File: src/rtl/msu_fetch_arbiter.sv
// rtl/msu_fetch_arbiter.sv - shares one 16-bit storage read port between the MSU data-track reader and audio fetcher
module msu_fetch_arbiter (
  input  logic        CLK,
  input  logic        RST_N,
  input  logic [31:0] data_addr,
  input  logic        data_seek,
  input  logic        data_req,
  output logic [7:0]  data,
  output logic        data_ack,
  input  logic        audio_req,
  input  logic [31:0] audio_addr,
  output logic [15:0] audio_data,
  output logic        audio_ack,
  output logic        audio_overrun,
  output logic [30:0] mem_addr,
  output logic        mem_rd,
  input  logic        mem_ready,
  input  logic [15:0] mem_dout
);

  typedef enum logic [1:0] {ST_IDLE, ST_WAIT_D, ST_WAIT_A} state_t;

  state_t      state_q, state_d;
  logic        last_grant_q, last_grant_d;   // 0 = data, 1 = audio
  logic        d_pend_q, d_pend_d;
  logic        d_seek_q, d_seek_d;
  logic        a_pend_q, a_pend_d;
  logic        stale_q, stale_d;
  logic        cache_valid_q, cache_valid_d;
  logic [30:0] cache_tag_q, cache_tag_d;
  logic [15:0] cache_word_q, cache_word_d;
  logic [30:0] a_addr_q, a_addr_d;
  logic        seek_prev_q;
  logic [31:0] addr_prev_q;
  logic [7:0]  data_q, data_d;
  logic        data_ack_q, data_ack_d;
  logic [15:0] audio_data_q, audio_data_d;
  logic        audio_ack_q, audio_ack_d;
  logic        overrun_q, overrun_d;
  logic [30:0] mem_addr_q, mem_addr_d;
  logic        mem_rd_q, mem_rd_d;

  logic        seek_ev, hit, miss, d_eff, a_eff, audio_done, grant_audio;
  logic        unused_audio_lsb;

  assign unused_audio_lsb = audio_addr[0];

  // A seek is a rising edge of data_seek or an address change while it is held.
  assign seek_ev    = data_seek && (!seek_prev_q || (data_addr != addr_prev_q));
  assign hit        = data_req && !seek_ev && cache_valid_q && (cache_tag_q == data_addr[31:1]);
  assign miss       = data_req && !seek_ev && !hit;
  assign d_eff      = d_pend_q || seek_ev || miss;
  assign a_eff      = a_pend_q || audio_req;
  assign audio_done = (state_q == ST_WAIT_A) && mem_ready;
  assign grant_audio = a_eff && (!d_eff || !last_grant_q);

  always_comb begin
    state_d       = state_q;
    last_grant_d  = last_grant_q;
    d_pend_d      = d_eff;
    d_seek_d      = d_seek_q || seek_ev;
    a_pend_d      = a_eff;
    stale_d       = stale_q || ((state_q == ST_WAIT_D) && seek_ev);
    cache_valid_d = cache_valid_q && !seek_ev;
    cache_tag_d   = cache_tag_q;
    cache_word_d  = cache_word_q;
    a_addr_d      = audio_req ? audio_addr[31:1] : a_addr_q;
    data_d        = data_q;
    data_ack_d    = 1'b0;
    audio_data_d  = audio_data_q;
    audio_ack_d   = 1'b0;
    overrun_d     = audio_req && a_pend_q && !audio_done;
    mem_addr_d    = mem_addr_q;
    mem_rd_d      = 1'b0;

    if (hit) begin
      data_d = data_addr[0] ? cache_word_q[15:8] : cache_word_q[7:0];
    end

    case (state_q)
      ST_IDLE: begin
        if (d_eff || a_eff) begin
          mem_rd_d = 1'b1;
          if (grant_audio) begin
            mem_addr_d   = audio_req ? audio_addr[31:1] : a_addr_q;
            last_grant_d = 1'b1;
            state_d      = ST_WAIT_A;
          end else begin
            mem_addr_d   = data_addr[31:1];
            last_grant_d = 1'b0;
            stale_d      = 1'b0;
            state_d      = ST_WAIT_D;
          end
        end
      end
      ST_WAIT_D: begin
        if (mem_ready) begin
          state_d = ST_IDLE;
          stale_d = 1'b0;
          // A seek landing on the return cycle makes the word stale as well.
          if (!stale_q && !seek_ev) begin
            cache_valid_d = 1'b1;
            cache_tag_d   = mem_addr_q;
            cache_word_d  = mem_dout;
            if (mem_addr_q == data_addr[31:1]) begin
              data_d   = data_addr[0] ? mem_dout[15:8] : mem_dout[7:0];
              d_pend_d = 1'b0;
              if (d_seek_q) begin
                data_ack_d = 1'b1;
                d_seek_d   = 1'b0;
              end
            end
          end
        end
      end
      ST_WAIT_A: begin
        if (mem_ready) begin
          audio_data_d = mem_dout;
          audio_ack_d  = 1'b1;
          a_pend_d     = audio_req;
          state_d      = ST_IDLE;
        end
      end
      default: state_d = ST_IDLE;
    endcase
  end

  always_ff @(posedge CLK) begin
    if (!RST_N) begin
      state_q       <= ST_IDLE;
      last_grant_q  <= 1'b0;
      d_pend_q      <= 1'b0;
      d_seek_q      <= 1'b0;
      a_pend_q      <= 1'b0;
      stale_q       <= 1'b0;
      cache_valid_q <= 1'b0;
      cache_tag_q   <= '0;
      cache_word_q  <= '0;
      a_addr_q      <= '0;
      seek_prev_q   <= 1'b0;
      addr_prev_q   <= '0;
      data_q        <= '0;
      data_ack_q    <= 1'b0;
      audio_data_q  <= '0;
      audio_ack_q   <= 1'b0;
      overrun_q     <= 1'b0;
      mem_addr_q    <= '0;
      mem_rd_q      <= 1'b0;
    end else begin
      state_q       <= state_d;
      last_grant_q  <= last_grant_d;
      d_pend_q      <= d_pend_d;
      d_seek_q      <= d_seek_d;
      a_pend_q      <= a_pend_d;
      stale_q       <= stale_d;
      cache_valid_q <= cache_valid_d;
      cache_tag_q   <= cache_tag_d;
      cache_word_q  <= cache_word_d;
      a_addr_q      <= a_addr_d;
      seek_prev_q   <= data_seek;
      addr_prev_q   <= data_addr;
      data_q        <= data_d;
      data_ack_q    <= data_ack_d;
      audio_data_q  <= audio_data_d;
      audio_ack_q   <= audio_ack_d;
      overrun_q     <= overrun_d;
      mem_addr_q    <= mem_addr_d;
      mem_rd_q      <= mem_rd_d;
    end
  end

  assign data          = data_q;
  assign data_ack      = data_ack_q;
  assign audio_data    = audio_data_q;
  assign audio_ack     = audio_ack_q;
  assign audio_overrun = overrun_q;
  assign mem_addr      = mem_addr_q;
  assign mem_rd        = mem_rd_q;

endmodule

File: config.mk
export PLATFORM = sky130hd
export DESIGN_NAME = msu_fetch_arbiter
export DESIGN_NICKNAME = d
export VERILOG_FILES = /design/src/rtl/msu_fetch_arbiter.sv
export SDC_FILE = /design/constraint.sdc
export NUM_CORES = 1
export LEC_CHECK = 0
export ABC_AREA = 1
export BUFFER_PORTS_ARGS = -buffer_cell sky130_fd_sc_hd__buf_2
export CAP_MARGIN = 15
export CORE_MARGIN = 2
export CORE_UTILIZATION = 46
export CTS_CLUSTER_DIAMETER = 80
export DETAILED_ROUTE_END_ITERATION = 7
export PLACE_DENSITY_LB_ADDON = 0.25
export SYNTH_ARGS = -nofsm -noshare
export SYNTH_HDL_FRONTEND = slang
export SYNTH_SLANG_ARGS = --single-unit
File: constraint.sdc
create_clock -name CLK -period 4.6 [get_ports CLK]
set_input_delay 1.15 -clock CLK [delete_from_list [all_inputs] [get_ports CLK]]
set_output_delay 1.15 -clock CLK [all_outputs]
set_load 0.03 [all_outputs]
==> results of run 1 <==
-- worst paths after layout --
path / from / endpoint / slack, ps
hold / removal: d_seek_q / data_ack / 460
setup / recovery: data_addr[5] / mem_addr[9] / 1560
hold reg to reg: d_seek_q / data_ack / 460
setup reg to reg: cache_tag_q[19] / mem_addr[9] / 2130
-- cell usage after synthesis (3+ instances only) --
library cell	count	area (µm²)
sky130_fd_sc_hd__xor2_1	9	78.8
sky130_fd_sc_hd__dfxtp_1	178	3560
sky130_fd_sc_hd__clkinv_1	4	15.0
sky130_fd_sc_hd__nand4_1	16	100
sky130_fd_sc_hd__o22ai_1	5	31.3
sky130_fd_sc_hd__ha_1	3	37.5
sky130_fd_sc_hd__a21oi_1	79	395
sky130_fd_sc_hd__or2_2	32	200
sky130_fd_sc_hd__o21ai_0	93	465
sky130_fd_sc_hd__inv_2	15	56.3
sky130_fd_sc_hd__buf_2	32	160
sky130_fd_sc_hd__buf_1	4	15.0
sky130_fd_sc_hd__o21ai_1	21	105
sky130_fd_sc_hd__inv_1	206	773
sky130_fd_sc_hd__clkbuf_1	30	113
sky130_fd_sc_hd__nand3_1	75	375
sky130_fd_sc_hd__xnor2_1	38	333
sky130_fd_sc_hd__nand2_1	265	995
sky130_fd_sc_hd__nor2_1	140	526
sky130_fd_sc_hd__nand2_2	4	25.0
-- power groups by stage --
stage / sequential, µW / combinational, µW / clock (µW)
3_5_place_dp: 1840 / 1020 / 0
6_report: 1810 / 1030 / 1470
2_1_floorplan: 1980 / 578 / 0
4_1_cts: 1810 / 1030 / 1490
5_1_grt: 1830 / 1150 / 1550
3_3_place_gp: 1840 / 1010 / 0
-- flip-flops by register name, indices dropped and copies added (netlist names) --
| signal | cells |
|---|---|
| a_pend_q | 1 |
| mem_addr | 31 |
| mem_rd | 1 |
| audio_data | 16 |
| cache_word_q | 16 |
| audio_overrun | 1 |
| data | 8 |
| d_pend_q | 1 |
| a_addr_q | 31 |
| cache_valid_q | 1 |
| cache_tag_q | 31 |
| d_seek_q | 1 |
| addr_prev_q | 32 |
| seek_prev_q | 1 |
| last_grant_q | 1 |
| state_q | 2 |
| data_ack | 1 |
| stale_q | 1 |
| audio_ack | 1 |
-- per-layer routing --
layer	up-vias	track usage, %	wire length [µm]
met3	22	5.09	1480
met1	3526	35.3	11300
met4	0	6.32	325
met5	-	0	0
met2	238	33.0	9260
li1	4067	-	-
-- kinds of logic (layout without fill, tap and decap cells) --
kind of cell	after synthesis	in the layout
flops	178	178
simple gates	540	540
buf+inv	295	409
fa+ha+maj	3	3
xor+xnor	47	47
compound gates	202	202
-- per-stage QoR --
step	hold slack (ps)	power (µW)	utilization [%]	instances
floorplan	415	2560	-	1265
global placement	447	2850	51.2	1576
detailed placement	444	2860	51.2	1576
CTS	457	4330	54.5	1608
global route	476	4530	54.5	1608
finish	458	4310	54.5	1608
-- final cells by class --
class	count	area [µm²]
well taps	229	287
repair buffers	152	783
inverters	225	845
fillers	1807	8200
clock inverters	15	163
multi-input cells	792	3760
flip-flops and latches	178	3560
clock buffers	17	425
-- worst reg2reg max path, cell delays in order (launching register included) --
cell and delay, ps:
sky130_fd_sc_hd__dfxtp_1 320, sky130_fd_sc_hd__xnor2_1 260, sky130_fd_sc_hd__nand2_1 100, sky130_fd_sc_hd__nor2_1 110, sky130_fd_sc_hd__nand2_1 50, sky130_fd_sc_hd__nor2_1 100, sky130_fd_sc_hd__nand2_1 140, sky130_fd_sc_hd__a21oi_2 200
sky130_fd_sc_hd__nand3_1 100, sky130_fd_sc_hd__nand2_2 320, sky130_fd_sc_hd__inv_2 380, sky130_fd_sc_hd__nand3_1 200, sky130_fd_sc_hd__nand2_1 70, sky130_fd_sc_hd__inv_1 50
==> qor_table.md, run 1 <==
| Step | Metric | This run |
|---|---|---|
| status | Result of the run | finished clean |
| global routing | Wire length of the first global-routing pass | 36600 µm |
| synth | Post-synthesis xor/xnor area fraction | 4.86% |
| worst setup path | Data required time at the worst endpoint | 4990 ps |
| power and ir drop | Net switching fraction of the power | 34.9% |
| routing | Initial DRT Pass Iterations | 5 |
| die | Width of the die | 140 µm |
| synth | Register bit count reported by yosys | 178 |
| synth | Share of cell area taken by muxes after synthesis | 0% |
| hold path | Hold-critical path depth | 2 |
| power and ir drop | Clock network fraction of design power | 34.1% |
| routing | Initial drt markers | 507 |
| sta | Crit path time final | 3040 ps |
| cells and area | Area growth from synthesis to layout | 15.9% |
| routing | Routed WL | 22400 µm |
| cts | Post-CTS setup repair buffer count | 0 |
| worst setup path | Cell mode on critical path | sky130_fd_sc_hd__nand2_1 |
| sta | RSZ-0062 raised after global routing | no |
| sta | Max-Slew Margin vs Limit | 27.5% |
| sta | Worst Setup Slack, final | 1560 ps |
| cts | H-tree level count | 4 |
| cts | TritonCTS clock tree | done |
| die | Row count | 49 |
| placed design | Count of buffers from port buffering | 143 |
| synth | Post-synthesis async set-or-reset flop share | 0% |
| cts | TritonCTS Sinks | 178 |
| global routing | Antenna violations before repair | 0 |
| routing | Average wire per cell in the routed design | 13.9 µm |
| worst setup path | CP Capture Type | flop |
| power and ir drop | Internal power | 2810 µW |
| worst setup path | Nature of the critical path startpoint | input pin |
| die | Area enclosed by the die boundary | 19500 µm² |
| routing | DRC violations left | 0 |
| die | Io pins | 145 |
| global routing | Number of global-route vias before repair | 7188 |
| cells and area | Top library cells by usage in the layout, fill and taps aside | sky130_fd_sc_hd__nand2_1, sky130_fd_sc_hd__inv_1, sky130_fd_sc_hd__dfxtp_1 |
| power and ir drop | Sequential share of power | 42.0% |
| sta | Number of setup violations in the final report | 0 |
| routing | Count of antenna-violating nets left after detailed routing | 0 |
| run | Count of max-cap constraint violations | 0 |
| cts | Root cell of the clock tree | sky130_fd_sc_hd__clkbuf_16 |
| synth | Synthesized-area fraction occupied by adder cells | 0.443% |
| synth | Count of synthesis-stage warnings from yosys | 0 |
| worst setup path | Crit path DAT | 3430 ps |
| global routing | Overall routing resource usage | 23.2% |
| sta | Maximum frequency from static timing analysis | 329 MHz |
| placed design | Global placement routability congestion | 0.836 |
| sta | Number of slew-limit violations in the final report | 0 |
| routing | Overall via count from detail_route | 7853 |
| worst setup path | Worst setup path category | input pin to flop |
| worst setup path | Length in cells of the worst reg-to-reg path | 13 |
| worst setup path | Number of stages on the worst setup path | 15 |
| worst setup path | Critical path's slowest cell | sky130_fd_sc_hd__inv_2 |
| cells and area | Most common cell after layout, fill and taps aside | sky130_fd_sc_hd__nand2_1 |
| die | Starting density of the core | 47.0% |
| placed design | HPWL reported at the end of detailed placement | 15800 µm |
| synth | Post-synth EDFFs | 0 |
| cts | Number of buffers inserted by hold repair at cts | 0 |
| worst setup path | Worst-path fanout max | 32 |
| sta | Setup skew after layout | 9.48 ps |
| placed design | Placed Area | 9240 µm² |
| cells and area | Share of post-route cells with drive strength above 1 | 17.5% |
| power and ir drop | Cell area power density | 438 nW/µm² |
| synth | Combinational family with the most area after synthesis | simple AND/OR/NAND/NOR gates |
| synth | Yosys cell types | 31 |
| sta | Worst Tran Pin Value | 1090 ps |
| cts | Buffer levels on the longest clock path | 2 |
| cts | Worst skew pair latency | 440 ps |
| synth | Share of synthesized cell area in and, or, nand and nor gates | 26.9% |
| synth | Avg Cell Area, Syn | 6.70 µm² |
| cells and area | Number of antenna repair diodes | 0 |
| cts | Gates resized, CTS repair | 0 |
| synth | Total standard cell area after synthesis | 8480 µm² |
| placed design | Dpl ws | 1110 ps |
| global routing | Total congestion overflow after global routing | 0 |
| sta | Number of hold violations in the final report | 0 |
| synth | Synthesized-area fraction occupied by ao, oa, aoi and oai cells | 12.1% |
| synth | Cell count after synthesis | 1265 |
| die | Die Y-Extent | 140 µm |
| global routing | Maximum number of pins on one net before global-route repair | 101 |
| worst setup path | Crit path buffers/inverters | 4 |
| synth | Post-synthesis net count | 1354 |
| power and ir drop | Combinational fraction of design power | 23.9% |
| hold path | Class of the tightest hold or removal check | flop to flop |
| power and ir drop | Leak pwr | 0.00504 µW |
| synth | Post-synth top flop | sky130_fd_sc_hd__dfxtp_1 |
| power and ir drop | Switching component of the power | 1500 µW |
| cells and area | Fin area | 9820 µm² |
| power and ir drop | VDD IR max | 0.000315 V |
| worst setup path | Sequence of cells on the critical path | buf_2, inv_1, nand2_1, nand4_1, nor2_1, nand2_1, nor2_2, nand2_2, nand2_4, nand3_1, nand2_2, inv_2, nand3_1, nand2_1, inv_1 |
| worst setup path | Largest delay share family, worst path | simple AND/OR/NAND/NOR gates |
| cts | Clock-pin transition on the worst setup and hold timing paths | 70 ps |
| sta | Fin Setup TNS | 0 ps |
| worst setup path | Largest stage delay on the critical path | 380 ps |
| die | CORE AREA | 18000 µm² |
| sta | Post-route fraction of the period consumed by the critical path | 66.1% |
| synth | Sequential area share after synthesis | 42.0% |
| cells and area | Number of nets in the layout | 1455 |
| cts | Total clock buffers created by CTS | 17 |
| routing | Via density per instance | 4.88 |
Power figures use the tool's default switching activity.
==> run 2: changes to the inputs <==
--- a/config.mk
+++ b/config.mk
@@ -5,7 +5,7 @@
 export SDC_FILE = /design/constraint.sdc
 export NUM_CORES = 1
 export LEC_CHECK = 0
-export ABC_AREA = 1
+export ABC_AREA = 0
 export BUFFER_PORTS_ARGS = -buffer_cell sky130_fd_sc_hd__buf_2
 export CAP_MARGIN = 15
 export CORE_MARGIN = 2
==> constraint.sdc (replaced) <==
create_clock -name CLK -period 3.06 [get_ports CLK]
set_input_delay 0.765 -clock CLK [delete_from_list [all_inputs] [get_ports CLK]]
set_output_delay 0.765 -clock CLK [all_outputs]
set_load 0.03 [all_outputs]
==> run 2 against run 1 <==
Compared with the run above:
- die area is 7.1% lower
- register-to-register slack worse by 1800 ps
- sequential power is 51% higher
- cell area is 2.4% lower
- non-clock buffer count is 31 higher
- clock skew is 0.88 ps higher
- clock-buffer cell count is 5 higher
- core utilization is 3.1 points higher
- sequential share of layout area is 0.88 points higher
- wire length is 12% lower
- hold slack worse by 7.3 ps
- critical endpoint is now mem_addr[30]
- largest power group unchanged
==> qor_table.md, run 2 <==
| Step | Metric | This run |
|---|---|---|
| synth | Post-synth top flop | sky130_fd_sc_hd__dfxtp_1 |
| cells and area | Most common cell after layout, fill and taps aside | sky130_fd_sc_hd__dfxtp_1 |
| worst setup path | Worst-path fanout max | 5 |
| hold path | Hold_sp | d_seek_q |
| cells and area | Number of nets in the layout | 990 |
| synth | Synthesized-area fraction occupied by ao, oa, aoi and oai cells | 9.35% |
| synth | Fraction of synthesized cell area taken by the top area cell type | 45.4% |
| routing | Initial drt markers | 292 |
| global routing | Wire length of the first global-routing pass | 31000 µm |
| synth | Post-synthesis net count | 829 |
| routing | Via density per instance | 5.11 |
| power and ir drop | Sequential share of power | 42.6% |
| cts | Gates resized, CTS repair | 0 |
| cells and area | Cell Count, Final, Fillers Out | 1134 |
| worst setup path | CP Capture Type | flop |
| worst setup path | Length in cells of the worst reg-to-reg path | 9 |
| global routing | Total congestion overflow after global routing | 0 |
| cells and area | Top library cells by usage in the layout, fill and taps aside | sky130_fd_sc_hd__dfxtp_1, sky130_fd_sc_hd__buf_2, sky130_fd_sc_hd__mux2i_1 |
| cells and area | Share of post-route cells with drive strength above 1 | 32.6% |
| worst setup path | Nature of the critical path startpoint | input pin |
| cells and area | Largest Register | addr_prev_q |
| power and ir drop | Combinational fraction of design power | 24.1% |
| worst setup path | Reg2reg end | mem_addr[30] |
| synth | Post-synth EDFFs | 0 |
| sta | Number of hold violations in the final report | 0 |
| run | Count of max-cap constraint violations | 0 |
| sta | Number of slew-limit violations in the final report | 0 |
| routing | Count of antenna-violating nets left after detailed routing | 0 |
| worst setup path | Cell mode on critical path | sky130_fd_sc_hd__buf_4 |
| sta | Setup skew after layout | 10.4 ps |
| cts | H-tree level count | 4 |
| worst setup path | Largest stage delay on the critical path | 480 ps |
| cells and area | Area growth from synthesis to layout | 22.1% |
| global routing | Antenna violations before repair | 0 |
| synth | Sequential area share after synthesis | 45.4% |
| routing | DRC violations left | 0 |
| global routing | Overall routing resource usage | 22.1% |
| routing | Routed WL | 19700 µm |
| synth | Top cells by area, synth | sky130_fd_sc_hd__dfxtp_1, sky130_fd_sc_hd__mux2i_1, sky130_fd_sc_hd__mux2_2 |
| cts | Clock-pin transition on the worst setup and hold timing paths | 70 ps |
| synth | Register bit count reported by yosys | 178 |
| cts | Root cell of the clock tree | sky130_fd_sc_hd__clkbuf_16 |
| worst setup path | Largest delay share family, worst path | compound AO/OA/AOI/OAI gates |
| cts | Total clock buffers created by CTS | 17 |
| synth | Count of synthesis-stage warnings from yosys | 0 |
| sta | RSZ-0062 raised after global routing | no |
| global routing | Maximum number of pins on one net before global-route repair | 76 |
| power and ir drop | Internal power | 4360 µW |
| die | CORE AREA | 16600 µm² |
| hold path | Class of the tightest hold or removal check | flop to flop |
| sta | Max-Slew Margin vs Limit | 44.0% |
| sta | Maximum frequency from static timing analysis | 354 MHz |
| placed design | Count of buffers from port buffering | 143 |
| synth | Share of synthesized cell area in and, or, nand and nor gates | 13.3% |
| synth | Cell count after synthesis | 740 |
| power and ir drop | VDD IR max | 0.000408 V |
| routing | Average wire per cell in the routed design | 17.4 µm |
| cts | TritonCTS clock tree | done |
| routing | Initial DRT Pass Iterations | 4 |
| die | Row count | 47 |
| synth | Yosys cell types | 38 |
| cells and area | Number of antenna repair diodes | 0 |
| power and ir drop | Sum of internal, switching and leakage power | 6410 µW |
| placed design | Placed Area | 9010 µm² |
| routing | Overall via count from detail_route | 5799 |
| cts | Post-CTS setup repair buffer count | 0 |
| die | Io pins | 145 |
| synth | Total standard cell area after synthesis | 7860 µm² |
| synth | Most common cell in the synthesized netlist | sky130_fd_sc_hd__dfxtp_1 |
| cells and area | Fin area | 9590 µm² |
| die | Die Y-Extent | 135 µm |
| synth | Combinational family with the most area after synthesis | multiplexers |
| worst setup path | Sequence of cells on the critical path | buf_2, xor2_1, nor4_1, buf_4, nand4_1, o31a_1, o41ai_4, buf_4, mux2_2, o2bb2ai_1 |
| synth | Post-synth top area cell | sky130_fd_sc_hd__dfxtp_1 |
| power and ir drop | Switching component of the power | 2040 µW |
| cts | Worst skew pair latency | 430 ps |
| die | Starting density of the core | 47.2% |
| power and ir drop | Cell area power density | 668 nW/µm² |
| sta | Number of setup violations in the final report | 0 |
| worst setup path | Crit path buffers/inverters | 3 |
| power and ir drop | Leak pwr | 0.00398 µW |
| worst setup path | Worst setup path category | input pin to flop |
| power and ir drop | Net switching fraction of the power | 31.9% |
| worst setup path | Critical path's slowest cell | sky130_fd_sc_hd__o41ai_4 |
| cts | Buffer levels on the longest clock path | 2 |
| hold path | Endpoint, Worst Hold | data_ack |
| hold path | Hold-critical path depth | 2 |
| placed design | HPWL reported at the end of detailed placement | 13800 µm |
| placed design | Global placement routability congestion | 0.821 |
| placed design | Cells after DPL | 1102 |
| status | Result of the run | finished clean |
| sta | Post-route fraction of the period consumed by the critical path | 92.3% |
| die | Area enclosed by the die boundary | 18100 µm² |
| synth | Post-synthesis async set-or-reset flop share | 0% |
| synth | Post-synthesis xor/xnor area fraction | 10.5% |
| worst setup path | Register-to-Register Setup Slack | 370 ps |
| synth | Avg Cell Area, Syn | 10.6 µm² |
| synth | Most numerous cell types in the synthesized netlist | sky130_fd_sc_hd__dfxtp_1, sky130_fd_sc_hd__mux2i_1, sky130_fd_sc_hd__nor2_1 |
| worst setup path | Data required time at the worst endpoint | 3410 ps |
| synth | Synthesized-area fraction occupied by adder cells | 0.478% |
| sta | Crit path time final | 2820 ps |
| cts | Number of buffers inserted by hold repair at cts | 0 |
| cells and area | Share of the core filled with cells | 57.6% |
| sta | Minimum hold slack | 450 ps |
| worst setup path | Origin of the critical flop-to-flop path | addr_prev_q[29] |
| global routing | Number of global-route vias before repair | 5776 |
| die | Width of the die | 135 µm |
| cells and area | Number of flip-flops under the largest register name | 32 |
| worst setup path | Crit path DAT | 3180 ps |
| cts | TritonCTS Sinks | 178 |
| power and ir drop | Clock network fraction of design power | 33.3% |
| synth | Share of cell area taken by muxes after synthesis | 17.7% |
| sta | Worst Tran Pin Value | 840 ps |
-- run 2: changes by cell type after synthesis, moves of 31 or more --
cell                      before  now
sky130_fd_sc_hd__inv_1       206    7
sky130_fd_sc_hd__a21oi_1      79   28
sky130_fd_sc_hd__and2_1        0   61
sky130_fd_sc_hd__mux2i_1       0   86
sky130_fd_sc_hd__or2_2        32    1
sky130_fd_sc_hd__nand2_1     265   38
sky130_fd_sc_hd__nor2_1      140   63
sky130_fd_sc_hd__nand3_1      75    3
sky130_fd_sc_hd__mux2_2        0   47
sky130_fd_sc_hd__o21ai_0      93   11
-- run 2: power by group through the flow --
stage | clock [µW] | sequential, µW | combinational, µW
detailed placement | 0 | 2780 | 1540
finish | 2130 | 2730 | 1540
CTS | 2170 | 2730 | 1550
global placement | 0 | 2780 | 1520
global route | 2270 | 2760 | 1650
floorplan | 0 | 2970 | 828
-- run 2: area by class of cell --
cell class                      instances  area (µm²)
Inverter                                8        30.0
Sequential cell                       178        3560
Clock buffer                           22         484
Clock inverter                         10        98.8
Tap cell                              220         275
Multi-Input combinational cell        513        4040
Fill cell                            1463        7050
Timing Repair Buffer                  183        1100
-- run 2: logic make-up after synthesis --
kind of cell / Yosys count
AO/OA/AOI/OAI: 78
XOR/XNOR: 94
adder cells (fa/ha/maj): 3
buffers and inverters: 49
flip-flops: 178
multiplexers: 133
AND/OR/NAND/NOR: 205
-- run 2: worst reg2reg max path: cells and delay by family (launching register included) --
kind,cells,cell delay (ps)
simple gates,2,380
mux,1,330
flops,1,310
xor+xnor,1,210
buf+inv,2,390
compound gates,3,1010
-- run 2: how the worst max path moves through the flow --
stage	from	end	slack, ps	cells past startpoint
after floorplan	data_addr[0]	mem_addr[10]	160	10
after global placement	data_addr[29]	mem_addr[30]	-90	10
after detailed placement	data_addr[29]	mem_addr[30]	-170	10
after CTS	data_addr[29]	mem_addr[30]	260	10
after global routing	data_addr[31]	mem_addr[30]	80	9
final	data_addr[29]	mem_addr[30]	240	10
-- run 2: routing by layer --
layer / part of all wire, % / wire [µm] / GRT usage, %
met1: 47 / 9160 / 29.3
met2: 47 / 9350 / 36.7
met3: 5.0 / 994 / 5.07
met4: 0.98 / 194 / 5.32
met5: 0 / 0 / 0
-- run 2: per-stage QoR --
stage,worst slack [ps],TNS (ps)
finish,237,0
detailed placement,-166,-3790
global placement,-87.1,-1960
CTS,261,0
floorplan,158,0
global route,77.3,0
